### src/rtl/sprite_blitter_pkg.sv
// Video parameters and blitter state encodings shared by the sprite blitter,
// the frame buffer and the VGA scan-out.
package sprite_blitter_pkg;

  localparam int          VP_FB_W          = 320;
  localparam int          VP_FB_H          = 240;
  localparam int          VP_FB_ADDR_WIDTH = 17;
  localparam int          VP_SPRITE_W      = 20;
  localparam int          VP_SPRITE_H      = 20;
  localparam logic [11:0] VP_KEY_COLOR     = 12'h0F0;

  typedef enum logic [1:0] {
    ST_IDLE  = 2'd0,
    ST_FETCH = 2'd1,
    ST_DRAIN = 2'd2,
    ST_DONE  = 2'd3
  } blit_state_t;

endpackage

### src/rtl/sprite_blitter_counter.sv
// Row-major col/row walker with a linear address and last-address flag.
// Zero latency: outputs are the registered position; advances only on i_en, no backpressure.
module blit_counter
  import sprite_blitter_pkg::*;
#(
  parameter int W  = VP_SPRITE_W,
  parameter int H  = VP_SPRITE_H,
  parameter int AW = 20,
  parameter int CW = $clog2(W),
  parameter int RW = $clog2(H)
) (
  input  logic          clk,
  input  logic          reset,
  input  logic          i_clr,
  input  logic          i_en,
  output logic [CW-1:0] o_col,
  output logic [RW-1:0] o_row,
  output logic [AW-1:0] o_addr,
  output logic          o_last
);

  logic [CW-1:0] r_col;
  logic [RW-1:0] r_row;
  logic [AW-1:0] r_addr;

  always_ff @(posedge clk or posedge reset) begin
    if (reset) begin
      r_col  <= '0;
      r_row  <= '0;
      r_addr <= '0;
    end else if (i_clr) begin
      r_col  <= '0;
      r_row  <= '0;
      r_addr <= '0;
    end else if (i_en) begin
      if (r_col == CW'(W - 1)) begin
        r_col <= '0;
        r_row <= r_row + 1'b1;
      end else begin
        r_col <= r_col + 1'b1;
      end
      r_addr <= r_addr + 1'b1;
    end
  end

  assign o_col  = r_col;
  assign o_row  = r_row;
  assign o_addr = r_addr;
  assign o_last = (r_addr == AW'(W * H - 1));

endmodule

### src/rtl/sprite_blitter.sv
// Copies a sprite from a 1-cycle sync ROM into the frame buffer, keying and clipping pixels.
// Pixel n is written 2 cycles after its ROM address; no backpressure, one pixel per cycle.
module sprite_blitter
  import sprite_blitter_pkg::*;
#(
  parameter int                    DATA_WIDTH     = 12,
  parameter int                    ROM_ADDR_WIDTH = 20,
  parameter int                    SPRITE_W       = VP_SPRITE_W,
  parameter int                    SPRITE_H       = VP_SPRITE_H,
  parameter int                    FB_W           = VP_FB_W,
  parameter int                    FB_H           = VP_FB_H,
  parameter int                    FB_ADDR_WIDTH  = VP_FB_ADDR_WIDTH,
  parameter logic [DATA_WIDTH-1:0] KEY_COLOR      = VP_KEY_COLOR
) (
  input  logic                      clk,
  input  logic                      reset,
  input  logic                      start,
  input  logic [9:0]                pos_x,
  input  logic [9:0]                pos_y,
  output logic                      busy,
  output logic                      done,
  output logic [ROM_ADDR_WIDTH-1:0] rom_addr,
  input  logic [DATA_WIDTH-1:0]     rom_data,
  output logic                      fb_we,
  output logic [FB_ADDR_WIDTH-1:0]  fb_addr,
  output logic [DATA_WIDTH-1:0]     fb_data
);

  localparam int CW = $clog2(SPRITE_W);
  localparam int RW = $clog2(SPRITE_H);

  blit_state_t r_state, w_state_nxt;
  logic        r_drain;
  logic        w_clr, w_en, w_last;
  logic [CW-1:0] w_col;
  logic [RW-1:0] w_row;
  logic [9:0]  r_pos_x, r_pos_y;
  logic [10:0] w_x, w_y;
  logic        r_s_vld;
  logic [10:0] r_s_x, r_s_y;
  logic        w_hit;
  logic [FB_ADDR_WIDTH-1:0] w_fb_addr;

  blit_counter #(
    .W (SPRITE_W),
    .H (SPRITE_H),
    .AW(ROM_ADDR_WIDTH),
    .CW(CW),
    .RW(RW)
  ) u_counter (
    .clk   (clk),
    .reset (reset),
    .i_clr (w_clr),
    .i_en  (w_en),
    .o_col (w_col),
    .o_row (w_row),
    .o_addr(rom_addr),
    .o_last(w_last)
  );

  always_ff @(posedge clk or posedge reset) begin
    if (reset) begin
      r_state <= ST_IDLE;
      r_drain <= 1'b0;
      r_pos_x <= '0;
      r_pos_y <= '0;
    end else begin
      r_state <= w_state_nxt;
      r_drain <= (r_state == ST_DRAIN) ? ~r_drain : 1'b0;
      if (r_state == ST_IDLE && start) begin
        r_pos_x <= pos_x;
        r_pos_y <= pos_y;
      end
    end
  end

  always_comb begin
    w_state_nxt = r_state;
    w_clr       = 1'b0;
    w_en        = 1'b0;
    case (r_state)
      ST_IDLE: begin
        if (start) begin
          w_clr       = 1'b1;
          w_state_nxt = ST_FETCH;
        end
      end
      ST_FETCH: begin
        if (w_last) w_state_nxt = ST_DRAIN;
        else        w_en        = 1'b1;
      end
      ST_DRAIN: if (r_drain) w_state_nxt = ST_DONE;
      ST_DONE:  w_state_nxt = ST_IDLE;
      default:  w_state_nxt = ST_IDLE;
    endcase
  end

  assign busy = (r_state == ST_FETCH) || (r_state == ST_DRAIN);
  assign done = (r_state == ST_DONE);

  // Destination is 11 bits wide so that off-screen positions never wrap back on-screen.
  assign w_x = {1'b0, r_pos_x} + 11'(w_col);
  assign w_y = {1'b0, r_pos_y} + 11'(w_row);

  always_ff @(posedge clk or posedge reset) begin
    if (reset) begin
      r_s_vld <= 1'b0;
      r_s_x   <= '0;
      r_s_y   <= '0;
    end else begin
      r_s_vld <= (r_state == ST_FETCH);
      r_s_x   <= w_x;
      r_s_y   <= w_y;
    end
  end

  assign w_hit = r_s_vld && (rom_data != KEY_COLOR) &&
                 (r_s_x < 11'(FB_W)) && (r_s_y < 11'(FB_H));
  assign w_fb_addr = FB_ADDR_WIDTH'(32'(r_s_y) * 32'(FB_W) + 32'(r_s_x));

  always_ff @(posedge clk or posedge reset) begin
    if (reset) begin
      fb_we   <= 1'b0;
      fb_addr <= '0;
      fb_data <= '0;
    end else begin
      fb_we <= w_hit;
      if (w_hit) begin
        fb_addr <= w_fb_addr;
        fb_data <= rom_data;
      end
    end
  end

endmodule

### config.mk
export PLATFORM = sky130hd
export DESIGN_NAME = sprite_blitter
export DESIGN_NICKNAME = d
export VERILOG_FILES = /design/src/rtl/sprite_blitter_pkg.sv /design/src/rtl/sprite_blitter_counter.sv /design/src/rtl/sprite_blitter.sv
export SDC_FILE = /design/constraint.sdc
export NUM_CORES = 1
export LEC_CHECK = 0
export ABC_AREA = 1
export BUFFER_PORTS_ARGS = -buffer_cell sky130_fd_sc_hd__buf_2
export CAP_MARGIN = 30
export CORE_MARGIN = 4
export CORE_UTILIZATION = 52
export CTS_BUF_LIST = sky130_fd_sc_hd__clkbuf_8 sky130_fd_sc_hd__clkbuf_16
export DETAILED_ROUTE_END_ITERATION = 6
export PLACE_DENSITY = 0.85
export SLEW_MARGIN = 20
export SYNTH_ARGS = -nofsm -noshare
export SYNTH_HDL_FRONTEND = slang
export SYNTH_SLANG_ARGS = --single-unit
### constraint.sdc
create_clock -name clk -period 3.3 [get_ports clk]
set_clock_uncertainty 0.1 [all_clocks]
set_input_delay 0.495 -clock clk [delete_from_list [all_inputs] [get_ports clk]]
set_output_delay 0.495 -clock clk [all_outputs]
set_load 0.01 [all_outputs]
==> impl_metrics.json, run 1 <==
{
  "startpoint_type": "flop",
  "drive_gt1_share_pct": 16.2,
  "postLayoutCoreUtil_pct": 59.9,
  "rsz0062_at_grt": "no",
  "tritoncts": "done",
  "rr_endpoint": "fb_addr[15]",
  "fin_setup_tns_ns": 0,
  "power_per_cell_area_mw_per_mm2": 908,
  "clock-sinks": 106,
  "swShare_pct": 45.1,
  "syn_area_mm2": 0.00580,
  "ant_nets": 0,
  "pwr-share-comb_pct": 49.6,
  "dpl.hpwl_um": 8910,
  "ys_types": 36,
  "grt_overflow_total": 0,
  "grt_pass1_wl_um": 20200,
  "crit_fanout": 4,
  "crit_arrival_ns": 2.94,
  "leakage_uw": 0.00347,
  "fin_crit_ns": 2.78,
  "clock.fmax_mhz": 359,
  "grt_pass1_vias": 4515,
  "hp-class": "input port to asynchronous set/reset pin",
  "core_mm2": 0.0109,
  "htreeDepth": 3,
  "cts_repair_resize_count": 0,
  "p_int_uw": 3250,
  "setup_viol": 0,
  "fillCellCount": 961,
  "dieArea_mm2": 0.0129,
  "wirelength_um": 11900,
  "holdBufCountCts": 0,
  "yosys_warnings": 0,
  "switchingPower_uw": 2670,
  "grt_usage_pct": 19.2,
  "timing.final.crit_share_pct": 84.3,
  "route.vias.total": 4705,
  "pwr-share-clk_pct": 12.6,
  "pin_count": 87,
  "worstRegToRegCells": 13,
  "drt_iter0_markers": 303,
  "ys.flop_type": "dfrtp_1",
  "maxCapViolCount": 0,
  "syn-num-nets": 768,
  "cts_buffers": 9,
  "cts-root-buf": "clkbuf_8",
  "regArea_mm2": 0.00265,
  "synthArstFlopShare_pct": 100,
  "clk_pin_slew_ns": 0.10,
  "worst_pin_slew_ns": 0.784,
  "hold_viol": 0,
  "post-cts-setup-buffers": 0,
  "fin_cells": 918,
  "syn_to_final_growth_pct": 12.5,
  "placed_area_mm2": 0.00633,
  "ys_ff_latch": 106,
  "stdcell_area_mm2": 0.00652,
  "r2r_start": "r_s_y[1]",
  "status": "finished clean",
  "clock_path_buffers": 2,
  "start_util_pct": 53.2,
  "max_slew_margin_pct": 47.7,
  "antenna_found_initial": 0,
  "via_per_inst": 5.13,
  "multi_input_area_mm2": 0.00281,
  "synth.avg_cell_area_um2": 8.39,
  "die_x_um": 114,
  "die_h_um": 114,
  "vdd_drop_max_mv": 0.542,
  "regToRegSetupSlack_ns": 0.52,
  "holdWs_ns": 0.152,
  "rows": 38,
  "endpoint_kind": "flop",
  "drt_first_pass_iters": 4,
  "syn_inst": 691,
  "cp_data_required_time_ns": 3.46,
  "synth_edf_count": 0,
  "grt_max_degree": 73,
  "crit_type": "flop to flop",
  "post-route-drc-count": 0,
  "gp_congestion": 0.919,
  "insertedDiodeCount": 0,
  "port_buffers": 86,
  "power.sequential.fraction_pct": 37.8,
  "drv_slew": 0,
  "post_drt_wl_per_cell_um": 12.9,
  "yosysSeqAreaShare_pct": 45.8,
  "dp_cells": 902,
  "nNetsFinal": 850,
  "clkLatencyLatePin_ns": 0.37
}
## registers in the layout, summed over array words and instances, names as in the netlist, 2 cells and up
register	flops
fb_data	12
fb_addr	17
r_s_x	11
u_counter.o_col	5
r_pos_x	10
u_counter.o_row	5
u_counter.o_addr	20
r_pos_y	10
r_s_y	11
r_state	2
## cell type report
type	count	share of cell area [%]
Timing Repair Buffer	90	7.26
Clock inverter	7	0.941
Sequential cell	106	40.7
Tap cell	140	2.69
Inverter	59	3.47
Clock buffer	9	1.90
Multi-Input combinational cell	507	43.0
## worst max-delay path by stage
stage,startpoint,end,depth (start not counted)
after floorplan,r_s_y[1],fb_addr[15],13
after global placement,r_s_y[1],fb_addr[15],13
after detailed placement,r_s_y[1],fb_addr[15],13
after CTS,r_s_y[1],fb_addr[15],13
after global routing,r_s_y[1],fb_addr[15],13
final,r_s_y[1],fb_addr[15],13
## power by group through the flow
stage / clock [µW] / combinational, µW / sequential [µW]
after CTS: 783 / 2960 / 2240
after floorplan: 0 / 2170 / 2250
final: 744 / 2940 / 2240
after global routing: 835 / 3360 / 2310
after detailed placement: 0 / 2940 / 2260
after global placement: 0 / 2820 / 2240
## Yosys cell counts (4+ instances only)
master	n	area, µm²
a21oi_1	17	85.1
buf_2	8	40.0
clkbuf_1	4	15.0
dfrtp_1	106	2650
fa_1	4	80.1
ha_1	38	475
inv_1	57	214
nand2_1	237	890
nand2_2	4	25.0
nand3_1	44	220
nand4_1	14	87.6
nor2_1	37	139
nor3_1	5	25.0
nor4_1	4	25.0
o21ai_0	21	105
o21ai_1	16	80.1
o31ai_1	10	75.1
xnor2_1	6	52.6
xor2_1	30	263
## stage by stage
step                total power [µW]  setup WS, ns
finish                          5920         0.518
global route                    6500         0.356
CTS                             5980         0.524
detailed placement              5200         0.565
global placement                5060         0.678
floorplan                       4420         0.778
## worst max-delay path: stages, from the launching register on
cell and delay, ns:
dfrtp_1 0.42, ha_1 0.32, ha_1 0.25, fa_1 0.45, ha_1 0.35, nand2_1 0.06, inv_1 0.07, o21ai_0 0.09
nand3_1 0.13, nand3_1 0.13, nor2_1 0.12, nand2_1 0.05, nand3_1 0.08, nand2_1 0.06
## cells in the final DEF (no fill, tap or decap), types with 2 or more instances in the layout
| cell type | n |
|---|---|
| nand2_1 | 237 |
| dfrtp_1 | 106 |
| buf_2 | 86 |
| inv_1 | 56 |
| nand3_1 | 44 |
| ha_1 | 38 |
| nor2_1 | 37 |
| xor2_1 | 30 |
| o21ai_0 | 21 |
| a21oi_1 | 17 |
| o21ai_1 | 16 |
| nand4_1 | 14 |
| o31ai_1 | 10 |
| clkbuf_8 | 9 |
| xnor2_1 | 6 |
| nor3_1 | 5 |
| nand2_2 | 4 |
| nor4_1 | 4 |
| fa_1 | 4 |
| nor3b_2 | 3 |
| nand3b_1 | 3 |
| or2_2 | 3 |
| buf_4 | 3 |
| clkinv_2 | 2 |
| nor2_2 | 2 |
| clkinvlp_4 | 2 |
| a22oi_1 | 2 |
| inv_8 | 2 |
| clkinv_4 | 2 |
## kinds of logic (layout without fill, tap and decap cells)
group,count (synthesis),count (layout),synth area share (%)
buffers and inverters,78,165,5.83
and+or+nand+nor,359,359,26.5
xor gates and xnor gates,37,37,5.72
AOI/OAI and AO/OA,69,69,6.63
adders and majority gates,42,42,9.59
DFF,106,106,45.8
## per-layer routing
metal / GRT usage (%) / vias to the layer above / part of all wire (%) / wire length (µm)
li1: - / 2395 / - / -
met2: 32.8 / 128 / 48 / 5740
met3: 3.82 / 15 / 6.0 / 707
met5: 0 / - / 0 / 0
met4: 5.69 / 0 / 1.6 / 194
met1: 24.8 / 2167 / 44 / 5240
(Power assumes the default switching activity.)
==> inputs of run 2 (changes only) <==
- clock period: 3.3 -> 2.3 ns (I/O delays scaled with it)
==> impl_metrics.json, run 2 (same netlist as run 1, synthesis figures left out) <==
{
  "clock-sinks": 106,
  "leakage_uw": 0.00359,
  "grt_pass1_vias": 4820,
  "die_h_um": 114,
  "max_slew_margin_pct": 62.0,
  "clkLatencyLatePin_ns": 0.37,
  "max_stage_delay_ns": 0.48,
  "grt_pass1_wl_um": 21500,
  "drt_iter0_markers": 219,
  "pin_count": 87,
  "wirelength_um": 12800,
  "clock_path_buffers": 2,
  "power.sequential.fraction_pct": 34.8,
  "route.vias.total": 4926,
  "switchingPower_uw": 4100,
  "dieArea_mm2": 0.0129,
  "crit_arrival_ns": 2.69,
  "holdWs_ns": 0.0585,
  "htreeDepth": 3,
  "slowest_stage": "fa_1",
  "fin_ws_ns": -0.223,
  "syn_to_final_growth_pct": 16.6,
  "timing.final.crit_share_pct": 110,
  "layout_commonest_cell": "nand2_1",
  "drv_slew": 0,
  "grt_max_degree": 94,
  "gp_congestion": 0.917,
  "worst_pin_slew_ns": 0.564,
  "p_int_uw": 5110,
  "status": "complete, but fails checks",
  "dp_worst_setup_slack_ns": -0.281,
  "grt_usage_pct": 20.1,
  "post_drt_wl_per_cell_um": 13.6,
  "rows": 38,
  "grt_overflow_total": 0,
  "via_per_inst": 5.24,
  "pwr-share-comb_pct": 52.1,
  "hp-class": "input port to flop",
  "maxCapViolCount": 0,
  "vdd_drop_max_mv": 0.811,
  "rsz0062_at_grt": "yes",
  "pwr-share-clk_pct": 13.0,
  "tritoncts": "done",
  "setup_viol": 6,
  "cp_num_buf_inv": 1,
  "die_x_um": 114,
  "fin_setup_tns_ns": -1.17,
  "start_util_pct": 53.2,
  "crit_fanout": 3,
  "dpl.hpwl_um": 9480,
  "postLayoutCoreUtil_pct": 62.1,
  "swShare_pct": 44.5,
  "regToRegSetupSlack_ns": -0.22,
  "critical_path.top_delay_family": "adder cells",
  "cts_buffers": 9,
  "hold_viol": 0,
  "crit_type": "flop to flop",
  "post-route-drc-count": 0,
  "port_buffers": 86,
  "final_cell_mix": "nand2_1, dfrtp_1, buf_2, inv_1, nand3_1",
  "antenna_found_initial": 0,
  "drive_gt1_share_pct": 19.4,
  "clock.fmax_mhz": 396,
  "drt_first_pass_iters": 5,
  "nNetsFinal": 871,
  "largest_reg_flops": 20,
  "cp_data_required_time_ns": 2.47,
  "endpoint_kind": "flop",
  "fin_crit_ns": 2.52,
  "cp_cell_sequence": "ha_1 -> ha_2 -> fa_1 -> ha_4 -> nand2_2 -> inv_2 -> nand4_1 -> nand3_2 -> nand3_2 -> nor2_1 -> nand2_1 -> nand3_1 -> nand2_1",
  "power_per_cell_area_mw_per_mm2": 1360,
  "core_mm2": 0.0109,
  "cts-root-buf": "clkbuf_8",
  "startpoint_type": "flop",
  "violations": "negative setup slack",
  "ant_nets": 0,
  "clk_pin_slew_ns": 0.10
}
==> run 2: cell types whose count changed in the layout (fill, tap and decap cells not counted), sizes merged <==
| cell | previous run | this run |
|---|---|---|
| bufinv | 0 | 1 |
| clkinv | 4 | 3 |
| diode | 0 | 1 |
| dlygate4sd3 | 0 | 1 |
| buf | 90 | 110 |
==> run 2: power by group through the flow <==
stage / Sequential, µW / Combinational, µW / Clock [µW]
after global placement: 3200 / 4370 / 0
final: 3210 / 4800 / 1200
after CTS: 3200 / 4640 / 1230
after detailed placement: 3240 / 4540 / 0
after global routing: 3300 / 5450 / 1310
after floorplan: 3230 / 3190 / 0
==> run 2: final cells by class <==
cell class | count | area, µm²
inverters | 59 | 226
well taps | 140 | 175
multi-input cells | 507 | 2850
repair buffers | 111 | 637
fillers | 938 | 4130
clock buffers | 9 | 124
flip-flops and latches | 106 | 2650
diodes | 1 | 2.50
clock inverters | 7 | 86.3
==> run 2: metrics by stage <==
step | cell area [µm²] | std cells | total power [µW]
floorplan | 5820 | 691 | 6420
global placement | 6480 | 918 | 7570
detailed placement | 6480 | 918 | 7780
CTS | 6720 | 937 | 9080
global route | 6760 | 939 | 10100
finish | 6760 | 940 | 9210
==> run 2: layer usage <==
layer	track usage (%)	wire length [µm]
met1	25.6	5460
met3	3.77	825
met2	35.6	6280
met5	0	0
met4	4.89	196
==> run 2: path summary, 6_finish.rpt <==
check	to	depth (start not counted)	start
setup / recovery	fb_addr[15]	13	r_s_y[1]
setup reg to reg	fb_addr[15]	13	r_s_y[1]
max in group asynchronous	fb_addr[11]	4	reset
hold / removal	r_pos_x[5]	3	pos_x[5]
hold reg to reg	r_drain	1	r_drain
min in group asynchronous	u_counter.o_addr[0]	3	reset
==> run 2: worst min-delay path, cell delays in order <==
cell     delay (ns)
buf_2          0.07
nand2_1        0.04
nand2_1        0.04
==> run 2: repair_timing <==
item / CTS / global route
buffers inserted: 2 / 2
hold buffers: 1 / 0
cloned: 0 / 0
hold endpoints to repair: 13 / 0
pin swaps: 5 / 1
gates resized for setup: 2 / 9
endpoints found under the setup margin: 6 / 8
